File: src/rtl/node_mul_seq.sv
// Operator node: kicks two child nodes, latches their results and multiplies them (mod 2^W) with a
// shift-add loop; start to RD is 1 + WAIT + W + 1 edges, and a new ST rising edge aborts and restarts.
module node_mul_seq #(
  parameter int W = 16
) (
  input  logic         CLK,
  input  logic         RST,
  input  logic         ST,
  output logic         RD,
  output logic [W-1:0] RES,
  output logic         CST,
  input  logic         CRD0,
  input  logic         CRD1,
  input  logic [W-1:0] IN0,
  input  logic [W-1:0] IN1
);

  localparam int CW = (W > 1) ? $clog2(W) : 1;
  localparam logic [CW-1:0] CNT_LAST = CW'(W - 1);

  typedef enum logic [2:0] {
    S_IDLE,
    S_KICK,
    S_WAIT,
    S_MUL,
    S_DONE
  } state_t;

  state_t        state;
  state_t        state_nxt;
  logic          st_old;
  logic          start;
  logic          wait_armed;
  logic [W-1:0]  acc;
  logic [W-1:0]  mcand;
  logic [W-1:0]  mplier;
  logic [CW-1:0] cnt;

  logic          cst_nxt;
  logic          rd_nxt;
  logic          res_ld;
  logic          op_ld;
  logic          mul_step;

  assign start = ST & ~st_old;

  always_ff @(posedge CLK or negedge RST) begin
    if (!RST) begin
      state      <= S_IDLE;
      st_old     <= 1'b0;
      wait_armed <= 1'b0;
      CST        <= 1'b0;
      RD         <= 1'b1;
    end else begin
      state      <= state_nxt;
      st_old     <= ST;
      // Children still report ready from their previous run during the first WAIT cycle.
      wait_armed <= (state == S_WAIT) && (state_nxt == S_WAIT);
      CST        <= cst_nxt;
      RD         <= rd_nxt;
    end
  end

  // A start event from any state wins over everything but reset, including completion in DONE.
  always_comb begin
    state_nxt = state;
    cst_nxt   = 1'b0;
    rd_nxt    = RD;
    res_ld    = 1'b0;
    op_ld     = 1'b0;
    mul_step  = 1'b0;
    if (start) begin
      state_nxt = S_KICK;
      cst_nxt   = 1'b1;
      rd_nxt    = 1'b0;
    end else begin
      case (state)
        S_IDLE: state_nxt = S_IDLE;
        S_KICK: state_nxt = S_WAIT;
        S_WAIT: begin
          if (wait_armed && CRD0 && CRD1) begin
            op_ld     = 1'b1;
            state_nxt = S_MUL;
          end
        end
        S_MUL: begin
          mul_step = 1'b1;
          if (cnt == CNT_LAST) begin
            state_nxt = S_DONE;
          end
        end
        S_DONE: begin
          res_ld    = 1'b1;
          rd_nxt    = 1'b1;
          state_nxt = S_IDLE;
        end
        default: state_nxt = S_IDLE;
      endcase
    end
  end

  // Fixed W-step loop with no early exit so latency never depends on the operands.
  always_ff @(posedge CLK or negedge RST) begin
    if (!RST) begin
      acc    <= '0;
      mcand  <= '0;
      mplier <= '0;
      cnt    <= '0;
    end else if (op_ld) begin
      acc    <= '0;
      mcand  <= IN0;
      mplier <= IN1;
      cnt    <= '0;
    end else if (mul_step) begin
      if (mplier[0]) begin
        acc <= acc + mcand;
      end
      mcand  <= mcand << 1;
      mplier <= mplier >> 1;
      cnt    <= cnt + CW'(1);
    end
  end

  always_ff @(posedge CLK or negedge RST) begin
    if (!RST) begin
      RES <= '0;
    end else if (res_ld) begin
      RES <= acc;
    end
  end

endmodule

File: config.mk
export PLATFORM = sky130hd
export DESIGN_NAME = node_mul_seq
export DESIGN_NICKNAME = d
export VERILOG_FILES = /design/src/rtl/node_mul_seq.sv
export SDC_FILE = /design/constraint.sdc
export NUM_CORES = 1
export LEC_CHECK = 0
export BUFFER_PORTS_ARGS = -buffer_cell sky130_fd_sc_hd__buf_2
export CORE_MARGIN = 2
export CORE_UTILIZATION = 51
export CTS_BUF_LIST = sky130_fd_sc_hd__clkbuf_16
export CTS_CLUSTER_DIAMETER = 30
export DETAILED_ROUTE_END_ITERATION = 12
export GPL_TIMING_DRIVEN = 0
export PLACE_DENSITY_LB_ADDON = 0.05
export SETUP_SLACK_MARGIN = 0.15
export SYNTH_ARGS = -nofsm -noshare
export SYNTH_HDL_FRONTEND = slang
export SYNTH_SLANG_ARGS = --single-unit
File: constraint.sdc
create_clock -name CLK -period 2.49 [get_ports CLK]
set_input_delay 0.3735 -clock CLK [delete_from_list [all_inputs] [get_ports CLK]]
set_output_delay 0.3735 -clock CLK [all_outputs]
set_load 0.005 [all_outputs]
==> results.cfg <==
[timing]
hold_violations = 0
period_needed_ns = 2.22
rsz0062_at_grt = no
setup_violations = 0
slew_violations = 0
max-slew-margin-rel_pct = 66.2
period_share_pct = 89.0
finalSetupTns_ns = 0
skew_ns = 0.00461
worstMarginPinSlew_ns = 0.507
max_freq_ghz = 0.451

[floorplanning]
die_w_um = 89.0
row_count = 30
core_area_mm2 = 0.00691
io_pins = 55
initial_core_util_pct = 53.3
die_y_um = 89.0
dieArea_mm2 = 0.00792

[logic_synthesis]
synthesis.area_mm2 = 0.00368
yosys-top-cells-count = 94 x nand2_1, 74 x dfrtp_1, 30 x a22oi_1, 24 x o21ai_0
syn_inst = 364
synth_top_area_share_pct = 50.3
yosys_most_used_dff = dfrtp_1
seq_area_frac_synth_pct = 51.0
yosys-top-cells-area = dfrtp_1 50%, nand2_1 9.6%, a22oi_1 6.1%
ys_seq_elements = 75
synth_warnings = 0
synth-edff-count = 0
synth_cell_types = 42
synth.most_common_cell = nand2_1
postSynth.asyncResetShare_pct = 100
synth_area_leader_cell = dfrtp_1
syn-num-nets = 418
syn_area_per_cell_um2 = 10.1

[worst_setup_path]
critPathArrivalTime_ns = 2.44
reg2reg_slack_ns = 0.27
critPathKind = reg2reg
crit_fanout = 6
reg2reg_to = acc[13]
r2r_start = mcand[8]
rr_worst_depth = 7
crit_path_end_kind = flip-flop
cp.required_ns = 2.71
worstSetupStartpointType = flip-flop

[place]
place.gp.congestion = 0.835
port_buffers = 54
hpwlAfterDp_um = 5740
dp_cells = 515

[detailed_routing]
vias = 2900
wire_per_inst_um = 15.0
vias_per_cell = 5.45
drcViolationCount = 0
ant_nets = 0
wl_um = 8000
drtIter0Drc = 128
drtPass1Iterations = 4

[pwr]
p_per_area_mw_per_mm2 = 1050
vdd_drop_max_uv = 536
p_leak_nw = 2.32

[grt]
busiest_layer = met2
grt_first_pass_wirelength_um = 13200
grt_use_met3_pct = 3.60
met2_usage_pct = 36.0
grt.total_usage_pct = 22.1
antenna_found_initial = 0
overflow = 0
grt_pass1_vias = 2774
grt_use_met1_pct = 28.5
grt_start_max_net_pins = 49

[clock_tree]
cts.path.max_buffers = 2
clk_pin_slew_ns = 0.06
cts_inserted_buffers = 9
cts_num_sinks = 75
cts_root_buffer = clkbuf_16
cts_setup_buffers = 0
clock_latency_ns = 0.33
tritoncts = built
cts_max_level = 3

[run_status]
status = finished, final reports clean

[min_path]
hp-start = ST
hold_path_class = in2reg
min_path_cells = 1
min_to = st_old

[finish]
final_net_count = 485
multi_input_area_mm2 = 0.00171
fin_cells = 532
post-route-util_pct = 64.5
n_antenna_cell = 0
fill_cells = 599
drive_above_1_share_pct = 23.6
area_delta_synth_final_pct = 20.9
regArea_mm2 = 0.00188

[job]
drv_cap = 0
## through the flow
step                      total power [mW]  hold WS (ns)  setup slack, ns  area, µm²
final                                 4.67         0.161            0.274       4450
after global placement                3.15         0.446            0.313       4070
after detailed placement              3.21         0.322            0.295       4100
after CTS                             4.69         0.155            0.275       4450
after floorplan                       2.84        0.0779            0.422       3680
after global routing                  4.96         0.161            0.150       4450
## report_power, final
group | leakage, nW | total (mW) | switching [mW] | internal, mW
Clock | 0.168 | 1.46 | 0.496 | 0.968
Sequential | 1.01 | 1.88 | 0.298 | 1.58
Combinational | 1.15 | 1.33 | 0.756 | 0.572
## worst max-delay path: stages (launching register included)
cell	delay [ns]
dfrtp_1	0.43
ha_1	0.40
a21oi_4	0.17
o211ai_1	0.10
a31o_1	0.23
a21o_1	0.18
or3_1	0.35
a32o_1	0.25
## flip-flops by register name, summed over array words and instances, names as in the netlist
register,flops
st_old,1
CST,1
RD,1
cnt,4
mcand,16
RES,16
mplier,16
wait_armed,1
acc,16
state,3
## metal layers
layer  routed length (µm)  share of wire, %
met1                 3590                45
met2                 4010                50
met3                  266               3.3
met4                  137               1.7
met5                    0                 0
## cells by family after synthesis
family | after synthesis | synth area share, %
simple gates | 129 | 14.9
compound gates | 90 | 16.6
flops | 75 | 51.0
buf+inv | 21 | 2.75
mux | 18 | 5.43
fa+ha+maj | 17 | 5.98
xor+xnor | 14 | 3.33
## repair_timing
| action | 4_1_cts | 5_1_grt |
|---|---|---|
| setup endpoints to repair | 0 | 2 |
| gates resized for setup | 0 | 2 |
| hold endpoints to repair | 27 | 0 |
| hold buffers | 1 | 0 |
## worst max path at each step
stage,start,to,depth (start not counted)
after global routing,mcand[2],acc[13],7
after floorplan,acc[10],acc[13],8
after detailed placement,mcand[8],acc[13],7
after global placement,mcand[6],acc[13],7
after CTS,mcand[8],acc[13],7
final,mcand[8],acc[13],7
## layout make-up
type                    instances  share of cell area (%)
inverters                       4                   0.337
well taps                      96                    2.70
multi-input cells             268                    38.4
plain buffers                  17                    1.94
repair buffers                 56                    6.97
flip-flops and latches         75                    42.2
clock inverters                 7                    2.42
clock buffers                   9                    5.06
## cell usage in the layout, fill, tap and decap left out, types with 3 or more instances in the layout
cell type,synthesis,final
buf_2,9,62
xnor2_1,8,8
dfrtp_1,74,74
clkbuf_16,0,9
clkbuf_1,5,5
a21oi_1,13,12
o21ai_0,24,24
a21o_1,5,5
inv_1,4,5
bufinv_16,0,3
a22oi_1,30,30
ha_1,16,15
nor2_1,9,9
xor2_1,6,6
nand2b_1,6,6
nand2_1,94,94
nand3_1,5,5
and2_1,4,4
mux2_2,16,16
o211ai_1,3,3
and3_1,3,3
Note: power is estimated with default switching activity, not from simulation.
